==> src/rtl/output_arbiter_pkg.sv <==
// out_pkg: types and constants shared by output_arbiter and output_loader.
// Holds the arbiter state encoding, the mode width and the round-robin pointer step.
package out_pkg;

    localparam int MODE_W = 3;

    typedef enum logic [1:0] {
        IDLE,
        ISSUE,
        WAIT_BUSY,
        WAIT_DONE
    } arb_state_t;

    // Next round-robin start index after serving cur, wrapping n-1 -> 0.
    function automatic int rr_next(input int cur, input int n);
        return (cur == n - 1) ? 0 : cur + 1;
    endfunction

endpackage

==> src/rtl/output_arbiter_if.sv <==
// Handshake bundles around output_arbiter.
// out_req_if: requesters (master) -> arbiter (slave): req, req_mode, req_wordA/B; grant back.
// out_ldr_if: arbiter (master) -> output_loader (slave): ldr_start, ldr_mode, ldr_wordA/B; ldr_busy back.
interface out_req_if #(
    parameter int W     = 32,
    parameter int N_REQ = 4
) ();
    import out_pkg::*;

    logic [N_REQ-1:0]        req;
    logic [MODE_W*N_REQ-1:0] req_mode;
    logic [W*N_REQ-1:0]      req_wordA;
    logic [W*N_REQ-1:0]      req_wordB;
    logic [N_REQ-1:0]        grant;

    modport master (
        output req, req_mode, req_wordA, req_wordB,
        input  grant
    );
    modport slave (
        input  req, req_mode, req_wordA, req_wordB,
        output grant
    );
endinterface

interface out_ldr_if #(
    parameter int W = 32
) ();
    import out_pkg::*;

    logic              ldr_start;
    logic [MODE_W-1:0] ldr_mode;
    logic [W-1:0]      ldr_wordA;
    logic [W-1:0]      ldr_wordB;
    logic              ldr_busy;

    modport master (
        output ldr_start, ldr_mode, ldr_wordA, ldr_wordB,
        input  ldr_busy
    );
    modport slave (
        input  ldr_start, ldr_mode, ldr_wordA, ldr_wordB,
        output ldr_busy
    );
endinterface

==> src/rtl/output_arbiter_rr_arbiter.sv <==
// rr_arbiter: combinational round-robin pick among N requests.
// Ports: i_req (requests), i_ptr (highest-priority index), o_gnt (one-hot), o_idx, o_any.
module rr_arbiter #(
    parameter int N = 4
) (
    input  logic [N-1:0]         i_req,
    input  logic [$clog2(N)-1:0] i_ptr,
    output logic [N-1:0]         o_gnt,
    output logic [$clog2(N)-1:0] o_idx,
    output logic                 o_any
);
    localparam int IW = $clog2(N);

    always_comb begin
        o_gnt = '0;
        o_idx = '0;
        o_any = 1'b0;
        // Walk upward from i_ptr with wrap; first hit wins.
        for (int i = 0; i < N; i++) begin
            if (!o_any && i_req[(int'(i_ptr) + i) % N]) begin
                o_any = 1'b1;
                o_idx = IW'((int'(i_ptr) + i) % N);
            end
        end
        if (o_any) o_gnt[o_idx] = 1'b1;
    end

endmodule

==> src/rtl/output_arbiter.sv <==
// output_arbiter: round-robin scheduler sharing one output_loader between N_REQ channels.
// Ports: clk, rst_n (sync, active-low), ena; rq (requester side), ld (loader side);
//        active (busy serving), cur_id (channel served / last served), tmo_err (busy-wait abort).
module output_arbiter
    import out_pkg::*;
#(
    parameter int W     = 32,
    parameter int N_REQ = 4,
    parameter int TMO   = 8
) (
    input  logic                     clk,
    input  logic                     rst_n,
    input  logic                     ena,
    out_req_if.slave                 rq,
    out_ldr_if.master                ld,
    output logic                     active,
    output logic [$clog2(N_REQ)-1:0] cur_id,
    output logic                     tmo_err
);
    localparam int IW = $clog2(N_REQ);
    localparam int CW = (TMO > 2) ? $clog2(TMO) : 1;

    arb_state_t        r_state, w_nxt;
    logic [CW-1:0]     r_cnt, w_cnt;
    logic [IW-1:0]     r_ptr, r_cur, w_idx;
    logic [N_REQ-1:0]  r_grant, w_gnt;
    logic              w_any, w_load, w_tmo, w_rel;
    logic              r_start, r_active, r_tmo;
    logic [MODE_W-1:0] r_mode;
    logic [W-1:0]      r_wa, r_wb;

    rr_arbiter #(.N(N_REQ)) u_rr (
        .i_req (rq.req),
        .i_ptr (r_ptr),
        .o_gnt (w_gnt),
        .o_idx (w_idx),
        .o_any (w_any)
    );

    always_comb begin
        w_nxt  = r_state;
        w_cnt  = r_cnt;
        w_load = 1'b0;
        w_tmo  = 1'b0;
        w_rel  = 1'b0;
        if (ena) begin
            unique case (r_state)
                IDLE: begin
                    if (w_any) begin
                        w_nxt  = ISSUE;
                        w_load = 1'b1;
                    end
                end
                ISSUE: begin
                    w_nxt = WAIT_BUSY;
                    w_cnt = '0;
                end
                WAIT_BUSY: begin
                    if (ld.ldr_busy) begin
                        w_nxt = WAIT_DONE;
                    end else if (r_cnt == CW'(TMO - 1)) begin
                        w_nxt = IDLE;
                        w_tmo = 1'b1;
                        w_rel = 1'b1;
                    end else begin
                        w_cnt = r_cnt + 1'b1;
                    end
                end
                WAIT_DONE: begin
                    if (!ld.ldr_busy) begin
                        w_nxt = IDLE;
                        w_rel = 1'b1;
                    end
                end
                default: w_nxt = IDLE;
            endcase
        end
    end

    always_ff @(posedge clk) begin
        if (!rst_n) begin
            r_state  <= IDLE;
            r_cnt    <= '0;
            r_ptr    <= '0;
            r_cur    <= '0;
            r_grant  <= '0;
            r_start  <= 1'b0;
            r_active <= 1'b0;
            r_tmo    <= 1'b0;
            r_mode   <= '0;
            r_wa     <= '0;
            r_wb     <= '0;
        end else begin
            r_state  <= w_nxt;
            r_cnt    <= w_cnt;
            r_grant  <= w_load ? w_gnt : '0;
            r_tmo    <= w_tmo;
            r_active <= (w_nxt != IDLE);
            // Start follows ISSUE by one enabled cycle, so the loader
            // sees it in exactly one ena-qualified cycle.
            if (ena) r_start <= (r_state == ISSUE);
            if (w_load) begin
                r_cur  <= w_idx;
                r_mode <= rq.req_mode[w_idx*MODE_W +: MODE_W];
                r_wa   <= rq.req_wordA[w_idx*W +: W];
                r_wb   <= rq.req_wordB[w_idx*W +: W];
            end
            if (w_rel) r_ptr <= IW'(rr_next(int'(r_cur), N_REQ));
        end
    end

    assign rq.grant     = r_grant;
    assign ld.ldr_start = r_start;
    assign ld.ldr_mode  = r_mode;
    assign ld.ldr_wordA = r_wa;
    assign ld.ldr_wordB = r_wb;
    assign active       = r_active;
    assign cur_id       = r_cur;
    assign tmo_err      = r_tmo;

endmodule

==> src/flat_wrapper.sv <==
// flat-port wrapper written by rule: the top's interface ports become plain ports
module output_arbiter_flat import out_pkg::*;
#(
    parameter int W     = 32,
    parameter int N_REQ = 4,
    parameter int TMO   = 8
)
  (clk, rst_n, ena, active, cur_id, tmo_err, rq_req, rq_req_mode, rq_req_wordA, rq_req_wordB, rq_grant, ld_ldr_start, ld_ldr_mode, ld_ldr_wordA, ld_ldr_wordB, ld_ldr_busy);
  out_req_if #(.W(W), .N_REQ(N_REQ)) rq_i ();
  out_ldr_if #(.W(W)) ld_i ();
  input  logic clk;
  input  logic rst_n;
  input  logic ena;
  output logic active;
  output logic [$clog2(N_REQ)-1:0] cur_id;
  output logic tmo_err;
  input wire logic [$bits(rq_i.req)-1:0] rq_req;
  input wire logic [$bits(rq_i.req_mode)-1:0] rq_req_mode;
  input wire logic [$bits(rq_i.req_wordA)-1:0] rq_req_wordA;
  input wire logic [$bits(rq_i.req_wordB)-1:0] rq_req_wordB;
  output wire logic [$bits(rq_i.grant)-1:0] rq_grant;
  output wire logic [$bits(ld_i.ldr_start)-1:0] ld_ldr_start;
  output wire logic [$bits(ld_i.ldr_mode)-1:0] ld_ldr_mode;
  output wire logic [$bits(ld_i.ldr_wordA)-1:0] ld_ldr_wordA;
  output wire logic [$bits(ld_i.ldr_wordB)-1:0] ld_ldr_wordB;
  input wire logic [$bits(ld_i.ldr_busy)-1:0] ld_ldr_busy;
  assign rq_i.req = rq_req;
  assign rq_i.req_mode = rq_req_mode;
  assign rq_i.req_wordA = rq_req_wordA;
  assign rq_i.req_wordB = rq_req_wordB;
  assign rq_grant = rq_i.grant;
  assign ld_ldr_start = ld_i.ldr_start;
  assign ld_ldr_mode = ld_i.ldr_mode;
  assign ld_ldr_wordA = ld_i.ldr_wordA;
  assign ld_ldr_wordB = ld_i.ldr_wordB;
  assign ld_i.ldr_busy = ld_ldr_busy;
  output_arbiter #(.W(W), .N_REQ(N_REQ), .TMO(TMO)) u_core (.clk(clk), .rst_n(rst_n), .ena(ena), .rq(rq_i), .ld(ld_i), .active(active), .cur_id(cur_id), .tmo_err(tmo_err));
endmodule
==> config.mk <==
export PLATFORM = sky130hd
export DESIGN_NAME = output_arbiter_flat
export DESIGN_NICKNAME = d
export VERILOG_FILES = /design/src/rtl/output_arbiter_pkg.sv /design/src/rtl/output_arbiter_if.sv /design/src/rtl/output_arbiter_rr_arbiter.sv /design/src/rtl/output_arbiter.sv /design/src/flat_wrapper.sv
export SDC_FILE = /design/constraint.sdc
export NUM_CORES = 1
export LEC_CHECK = 0
export CAP_MARGIN = 20
export CORE_AREA = 2 2 136 138
export DETAILED_ROUTE_END_ITERATION = 10
export DIE_AREA = 0 0 138 140
export PLACE_DENSITY = 0.74
export SYNTH_ARGS = -nofsm -noshare
export SYNTH_HDL_FRONTEND = slang
export SYNTH_SLANG_ARGS = --single-unit
==> constraint.sdc <==
create_clock -name clk -period 5.3 [get_ports clk]
set_input_delay 1.59 -clock clk [delete_from_list [all_inputs] [get_ports clk]]
set_output_delay 1.59 -clock clk [all_outputs]
set_load 0.02 [all_outputs]
After elaboration in Yosys (flattened, before gate mapping)
Cells that the tools add are included.
{"block": "word_totals", "in_bits": 276, "elab_cells": 91, "output_inout_bits": 76, "ff_bits": 83}
{"block": "op_classes", "n_mux": 39, "n_mul": 1, "n_lt_le_gt_ge": 6, "n_bitwise": 3, "n_eq_ne": 7, "addsub": 5, "reduce_logical": 16, "shift": 3}
{"operator": "variable part select 128 x 8 -> 32 bit", "count": 2}
{"operator": "two-way mux 2 bit", "count": 10}
{"operator": "two-way mux 1 bit", "count": 19}
{"operator": "less-than comparator 3 x 4 -> 1 bit (second input constant)", "count": 3}
{"operator": "variable part select 12 x 5 -> 3 bit", "count": 1}
{"operator": "binary-select mux 1 bit (select 2 bit)", "count": 4}
{"operator": "case mux 2 bit (4 select lines)", "count": 1}
{"operator": "less-than comparator 2 x 3 -> 1 bit (second input constant)", "count": 2}
{"operator": "two-way mux 3 bit", "count": 2}
{"operator": "case mux 3 bit (2 select lines)", "count": 1}
{"operator": "AND reduction 3 bit", "count": 2}
{"operator": "OR reduction 2 bit", "count": 3}
{"operator": "adder 2 x 1 -> 2 bit (second input constant)", "count": 2}
{"operator": "adder 2 bit (second input constant)", "count": 2}
{"operator": "== test 2 x 1 -> 1 bit (second input constant)", "count": 2}
{"operator": "== test 2 bit (second input constant)", "count": 2}
{"operator": "logical AND 1 bit", "count": 4}
{"operator": "multiplier 2 x 2 -> 4 bit (second input constant)", "count": 1}
{"operator": "!= test 2 bit (second input constant)", "count": 2}
{"operator": "AND reduction 4 bit", "count": 1}
{"operator": "nonzero test 2 bit", "count": 2}
{"operator": "adder 3 x 1 -> 3 bit (second input constant)", "count": 1}
{"operator": "bitwise AND 1 bit (first input constant)", "count": 3}
{"operator": "== test 3 bit (second input constant)", "count": 1}
{"operator": "5 further kinds", "count": 7}

Longest topological paths before layout
Gate-level depths: netlist (run 1).
{"block": "depth", "depth_word": 18, "depth_mapped": 8, "mapped_depth_nobuf": 6}

Hierarchy
Synthesis (run 1) repeated with hierarchy kept, for this count alone.
{"block": "hier_totals", "hier_cells": 334, "area_unflattened_um2": 4491.8}
{"module": "output_arbiter", "seq_area_each_um2": 1661.6, "area_per_inst_um2": 4309.1, "cells_per_inst": 302, "instances": 1}
{"module": "rr_arbiter", "seq_area_each_um2": 0.0, "area_per_inst_um2": 182.7, "cells_per_inst": 32, "instances": 1}

Worst setup path after synthesis (run 1)
No wires, ideal clock.
{"block": "synth_timing", "path_type": "input to register", "startpoint": "input port rq_req[1]", "endpoint": "register u_core.r_wa[29], in the netlist u_core.ld.ldr_wordA[29]", "cell_stages": 7, "t_arrival_ns": 2.936, "slack_ns": 2.240, "n_path_buf": 2, "required_ns": 5.176, "setup_time_ns": 0.124, "path_cell_list": "buf_2 > or4_4 > nand4_4 > buf_6 > a21boi_1 > nand2b_1 > o22ai_1"}
{"block": "synth_between", "elab_chain_cells": 15, "elab_cells_between_ends": 29, "cone_classes": "shift (1); mux (22); reduce/logical (6)"}
{"element": "start: declaration", "line": "flat_wrapper.sv:17", "source": "input wire logic [$bits(rq_i.req)-1:0] rq_req;"}
{"element": "parallel branches: the longest is 15 deep, another holds binary-select mux 1 bit (select 2 bit)"}
{"element": "end signal: assignment", "line": "output_arbiter.sv:105", "source": "r_wa <= rq.req_wordA[w_idx*W +: W];"}
{"element": "end: declaration", "line": "output_arbiter.sv:30", "source": "logic [W-1:0] r_wa, r_wb;"}
Several ways; the timed one is not identified. The select of a mux whose other input is x is not followed.
A chain may end at the register's enable or synchronous reset.

Final worst setup path (run 1)
{"block": "layout_timing", "startpoint": "input port rq_req[2]", "endpoint": "register u_core.r_wb[30], in the netlist u_core.ld.ldr_wordB[30]"}
{"block": "layout_between", "elab_chain_cells": 15, "elab_cells_between_ends": 29, "cone_classes": "shift (1); mux (22); reduce/logical (6)"}
{"element": "parallel branches: the longest is 15 deep, another holds binary-select mux 1 bit (select 2 bit)"}
{"element": "end signal: assignment", "line": "output_arbiter.sv:106", "source": "r_wb <= rq.req_wordB[w_idx*W +: W];"}
{"element": "end: declaration", "line": "output_arbiter.sv:30"}
Several ways; the timed one is not identified. The select of a mux whose other input is x is not followed.

==> flow_metrics.tcl, run 1 <==
set metrics [dict create \
    worstSetupPathType "in2reg" \
    fmaxAchievable_ghz 0.259 \
    cts_tree "yes" \
    vdd_drop_max_mv 0.146 \
    cp-end-kind "flop" \
    synth-seq-cells 83 \
    hold_end "u_core.ld.ldr_start" \
    status "completed" \
    clockRootBuffer "clkbuf_16" \
    cts_buffers 9 \
    hold_viol_final 0 \
    avgSynthCellArea_sq_um 9.17 \
    antenna_found_initial 1 \
    cp_data_required_time_ps 5560 \
    arrival_ps 4120 \
    worstPathMaxFanout 35 \
    rsz0062_at_grt "false" \
    fin_crit_sh 0.728 \
    reg2reg_depth 5 \
    syn_nets 832 \
    fin_crit_ps 3860 \
    syn_area_sq_um 5070 \
    synth.area.top_cells "dfxtp_1 33%, mux2i_1 15%, a221oi_1 12%" \
    clk-insertion-delay-late_ps 340 \
    dieArea_sq_um 19300 \
    antenna_left 0 \
    final_max_slew_viol_count 0 \
    fin_tns_setup_ps 0 \
    setup_viol 0 \
    grt_pass1_vias 5713 \
    cts.repair.resized 0 \
    core_sq_um 17800 \
    portBuffers 351 \
    dp.cells 1086 \
    post_drt_wl_per_cell_um 18.0 \
    final_cells 1103 \
    num_vias 5660 \
    track_usage 0.201 \
    area_growth_pct 77.4 \
    first_iter_violations 371 \
    max-clock-path-buffers 2 \
    grt_overflow 0 \
    wirelength_mm 19.9 \
    powerDensity_nw_per_um2 242 \
    hold_class "reg2reg" \
    drc_errors 0 \
    die_w_um 138 \
    start_kind "primary input" \
    grt_pass1_wl_mm 31.3 \
    ys_types 32 \
    r2r_slack_ps 2820 \
    fp-row-count 49 \
    min_path_cells 2 \
    holdWs_ps 530 \
    relSlewSlack 0.336 \
    fin_area_sq_um 9000 \
    cts_sinks 83 \
    initial_core_util 0.285 \
    cts_hold_buf 0 \
    viasPerCell 5.13 \
    gp_congestion 0.832 \
    power_uw 2170 \
    yosysWarnings 0 \
    worstMarginPinSlew_ps 996 \
    drive_gt1_frac 0.0401 \
    synthCells 553 \
    grt_max_degree 79 \
    crit-reg2reg-launch "u_core.r_ptr[0]" \
    max_cap_viol_count 0 \
    io_pins 352 \
    ys_seq_area_frac 0.327 \
    p_leak_uw 0.00347 \
    holdCritStartpoint "u_core.ld.ldr_start" \
    synth_top_area_share 0.327 \
    post_cts_buffers 0 \
    die_h_um 140 \
    dp_hpwl_mm 14.9 \
    htreeDepth 3 \
    dr.pass1.iters 5 \
    finalClockSkew_ps 8.80 \
    r2r_end "u_core.ld.ldr_wordB[30]" \
    placed_area_sq_um 8690 \
    nets 1147 \
    yosys.area.top_type "dfxtp_1" \
    clk_pin_slew_ps 60 \
]
[per-layer routing]
metal	track usage	vias to the layer above	part of all wire
met5	0	-	0
met4	0.0709	0	0.026
met3	0.0619	31	0.085
met2	0.349	273	0.50
met1	0.234	2587	0.39
li1	-	2769	-
[sequential cells by signal, indices dropped and copies added, names as in the netlist, 2 cells and up]
| signal | flops |
|---|---|
| u_core.cur_id | 2 |
| u_core.ld.ldr_mode | 3 |
| u_core.ld.ldr_wordA | 32 |
| u_core.ld.ldr_wordB | 32 |
| u_core.r_cnt | 3 |
| u_core.r_ptr | 2 |
| u_core.r_state | 2 |
| u_core.rq.grant | 4 |
[kinds of logic (layout without fill, tap and decap cells)]
group,count (synthesis),in the layout,share of synthesized area
AO/OA/AOI/OAI,222,222,0.324
AND/OR/NAND/NOR,108,108,0.129
buffers and inverters,62,382,0.0644
flip-flops,83,83,0.327
multiplexers,75,75,0.148
other,0,1,0
adder cells (fa/ha/maj),3,3,0.00740
[metrics by stage]
stage / setup slack [ps] / util
3_5_place_dp: 1080 / 0.489
2_1_floorplan: 2240 / -
3_3_place_gp: 1120 / 0.489
5_1_grt: 1250 / 0.506
4_1_cts: 1460 / 0.506
6_report: 1440 / 0.506
[critical path: stages]
cell	delay, ps
clkdlybuf4s50_1	540
nor2_1	200
nor2_1	90
o221ai_4	780
buf_4	520
a221oi_1	160
o22ai_1	200
[layout by cell type, fill, tap and decap left out, drive strengths merged]
cell,instances
a221oi,67
diode,1
clkinvlp,1
inv,6
nor2,12
dfxtp,83
clkdlybuf4s50,350
clkbuf,10
nand3,1
nand4,1
a21oi,9
and2,1
a21boi,67
clkinv,4
nor2b,10
o21ai,6
or2,1
mux2i,75
o22ai,67
o221ai,3
nand2b,69
nor4bb,1
a22oi,1
bufinv,1
or4,1
nand2,6
nor3,2
o211a,1
nor3b,3
a2bb2oi,1
ha,3
buf,10
[worst max path at each step]
stage | start | end | slack [ps] | cells past startpoint
after floorplan | rq_req[1] | u_core.ld.ldr_wordA[29] | 2240 | 7
after global placement | rq_req[2] | u_core.ld.ldr_wordB[10] | 1120 | 7
after detailed placement | rq_req[2] | u_core.ld.ldr_wordB[30] | 1080 | 7
after CTS | rq_req[2] | u_core.ld.ldr_wordB[26] | 1460 | 7
after global routing | rq_req[2] | u_core.ld.ldr_wordB[29] | 1250 | 7
final | rq_req[2] | u_core.ld.ldr_wordB[30] | 1440 | 7
[synthesized netlist by cell type]
master / n
buf_4: 3
buf_6: 7
and2_1: 1
buf_2: 23
or2_2: 1
nor3b_1: 3
a221oi_1: 67
nand2b_1: 69
inv_1: 5
o211a_1: 1
a21boi_1: 67
nor2_1: 12
nand2_1: 6
o22ai_1: 67
mux2i_1: 75
o221ai_2: 1
a2bb2oi_1: 1
nand3_1: 1
nand4_4: 1
o21ai_0: 6
a22oi_1: 1
ha_1: 3
or4_4: 1
clkbuf_1: 22
nor2b_1: 10
nor3_1: 2
dfxtp_1: 83
nor4bb_1: 1
a21oi_1: 9
inv_2: 1
o221ai_1: 2
clkbuf_2: 1
[power breakdown]
| part | switching [uW] | internal [uW] | leakage [uW] | total, uW |
|---|---|---|---|---|
| logic | 340 | 447 | 0.00263 | 787 |
| clock network | 265 | 378 | 0.000148 | 643 |
| registers | 42.3 | 701 | 0.000687 | 743 |
| total | 648 | 1530 | 0.00347 | 2170 |
[cell type report]
class                           instances  area, sq um
Antenna cell                            1         2.50
Clock buffer                           10          239
Clock inverter                          6         65.1
Fill cell                            1674         8780
Inverter                                6         22.5
Multi-Input combinational cell        408         3140
Sequential cell                        83         1660
Tap cell                              229          287
Timing Repair Buffer                  360         3590
Power figures use the tool's default switching activity.
==> run 2, diff against run 1 <==
--- a/config.mk
+++ b/config.mk
@@ -6,10 +6,10 @@
 export NUM_CORES = 1
 export LEC_CHECK = 0
 export CAP_MARGIN = 20
-export CORE_AREA = 2 2 136 138
+export CORE_AREA = 2 2 137 139
 export DETAILED_ROUTE_END_ITERATION = 10
-export DIE_AREA = 0 0 138 140
-export PLACE_DENSITY = 0.74
+export DIE_AREA = 0 0 139 141
+export PLACE_DENSITY = 0.76
 export SYNTH_ARGS = -nofsm -noshare
 export SYNTH_HDL_FRONTEND = slang
 export SYNTH_SLANG_ARGS = --single-unit
==> constraint.sdc (replaced) <==
create_clock -name clk -period 3.46 [get_ports clk]
set_input_delay 1.038 -clock clk [delete_from_list [all_inputs] [get_ports clk]]
set_output_delay 1.038 -clock clk [all_outputs]
set_load 0.02 [all_outputs]
==> run 2 against run 1 <==
Compared with the run above:
- non-clock buffer count increased by 12
- critical path type unchanged
- sequential share of layout area shrank 0.47 points
- largest power group unchanged
- cell area grew 2.6%
- die area grew 1.4%
- largest cell class unchanged
- setup slack worse by 900 ps
- critical path depth stayed put
- count of clock-buffer cells in the layout down 1
- register-to-register slack worse by 1400 ps
- cell count is 1.5% higher
- sequential cell count did not move
- total power rose by 65%
==> flow_metrics.tcl, run 2 (synthesized netlist as in run 1, its figures left out) <==
set metrics [dict create \
    status "completed" \
    worstPathMaxFanout 32 \
    post_drt_wl_per_cell_um 17.6 \
    crit-reg2reg-launch "u_core.r_ptr[1]" \
    fin_tns_setup_ps 0 \
    mostFrequentLayoutCell "clkdlybuf4s50_1" \
    r2r_slack_ps 1400 \
    cp-end-kind "flop" \
    wirelength_mm 19.7 \
    portBuffers 351 \
    grt_pass1_wl_mm 30.0 \
    hold_viol_final 0 \
    clk-insertion-delay-late_ps 340 \
    hold_class "reg2reg" \
    start_kind "primary input" \
    cts.repair.resized 0 \
    die_w_um 139 \
    io_pins 352 \
    fin_crit_sh 0.843 \
    worstSetupPathType "in2reg" \
    finalClockSkew_ps 11.8 \
    final_cell_mix "350 x clkdlybuf4s50_1, 83 x dfxtp_1, 75 x mux2i_1, 69 x nand2b_1" \
    clockRootBuffer "clkbuf_16" \
    dp_hpwl_mm 15.3 \
    drive_gt1_frac 0.0531 \
    fin_crit_ps 2920 \
    setup_viol 0 \
    fmaxAchievable_ghz 0.343 \
    dieArea_sq_um 19600 \
    antenna_found_initial 0 \
    post_cts_buffers 0 \
    rsz0062_at_grt "false" \
    fp-row-count 50 \
    initial_core_util 0.278 \
    nets 1159 \
    cp_data_required_time_ps 3680 \
    drc_errors 0 \
    first_iter_violations 309 \
    cts_sinks 83 \
    cts_hold_buf 0 \
    vdd_drop_max_mv 0.212 \
    crit_start "rq_req[0]" \
    cts_buffers 9 \
    r2r_end "u_core.ld.ldr_wordB[6]" \
    power_uw 3590 \
    core_sq_um 18300 \
    track_usage 0.191 \
    max-clock-path-buffers 2 \
    area_growth_pct 82.1 \
    grt_max_degree 42 \
    antenna_left 0 \
    grt_pass1_vias 5602 \
    reg2reg_depth 6 \
    grt_overflow 0 \
    final_max_slew_viol_count 0 \
    dr.pass1.iters 5 \
    viasPerCell 5.11 \
    die_h_um 141 \
    relSlewSlack 0.531 \
    cts_tree "yes" \
    endpoint "u_core.ld.ldr_wordA[16]" \
    p_leak_uw 0.00359 \
    num_vias 5723 \
    arrival_ps 3140 \
    powerDensity_nw_per_um2 388 \
    htreeDepth 3 \
    gp_congestion 0.827 \
    fillers 1723 \
    worstMarginPinSlew_ps 702 \
    max_cap_viol_count 0 \
    clk_pin_slew_ps 70 \
    fin_util 0.506 \
    diodes 0 \
]
run 2: cell types whose count changed in the layout (fill, tap and decap cells not counted):
cell,previous run,this run
clkinv_4,2,0
buf_12,1,7
clkinv_2,2,0
bufinv_16,1,4
inv_6,0,3
diode_2,1,0
clkinvlp_4,1,0
clkbuf_8,1,0
buf_4,8,14
run 2: power by group:
| group | internal (uW) | switching [uW] |
|---|---|---|
| logic | 709 | 529 |
| registers | 1070 | 63.2 |
| clock network | 787 | 425 |
| total | 2570 | 1020 |
run 2: worst min path at each step:
stage               slack (ps)           startpoint  depth (start not counted)             endpoint
finish                     530  u_core.ld.ldr_start                          2  u_core.ld.ldr_start
global route               570  u_core.ld.ldr_start                          2  u_core.ld.ldr_start
floorplan                  490      u_core.r_cnt[1]                          2      u_core.r_cnt[1]
detailed placement         510  u_core.ld.ldr_start                          2  u_core.ld.ldr_start
CTS                        530  u_core.ld.ldr_start                          2  u_core.ld.ldr_start
global placement           510  u_core.ld.ldr_start                          2  u_core.ld.ldr_start
run 2: critical path, stage by stage:
cell	delay [ps]
clkdlybuf4s50_1	580
or4_4	620
nand4_4	140
buf_4	290
a21boi_1	250
nand2b_1	140
o22ai_1	60
run 2: area by class of cell:
class	instances	area [sq um]	area share
multi-input combinational	408	3140	0.339
clock buffer	9	225	0.0244
timing repair buffer	372	3750	0.406
tap	234	293	0.0317
sequential	83	1660	0.180
clock inverter	7	146	0.0158
inverter	6	22.5	0.00244
run 2: layer usage:
layer / share of wire / track usage
met3: 0.077 / 0.0510
met1: 0.40 / 0.223
met5: 0 / 0
met4: 0.018 / 0.0611
met2: 0.51 / 0.343
run 2: through the flow:
step,std cells,hold WS (ps),setup slack (ps),cell area [sq um]
after floorplan,553,490,952,5070
after global placement,1103,505,275,8870
after detailed placement,1103,509,215,8870
after CTS,1119,529,576,9240
after global routing,1119,573,404,9240
final,1119,529,542,9240
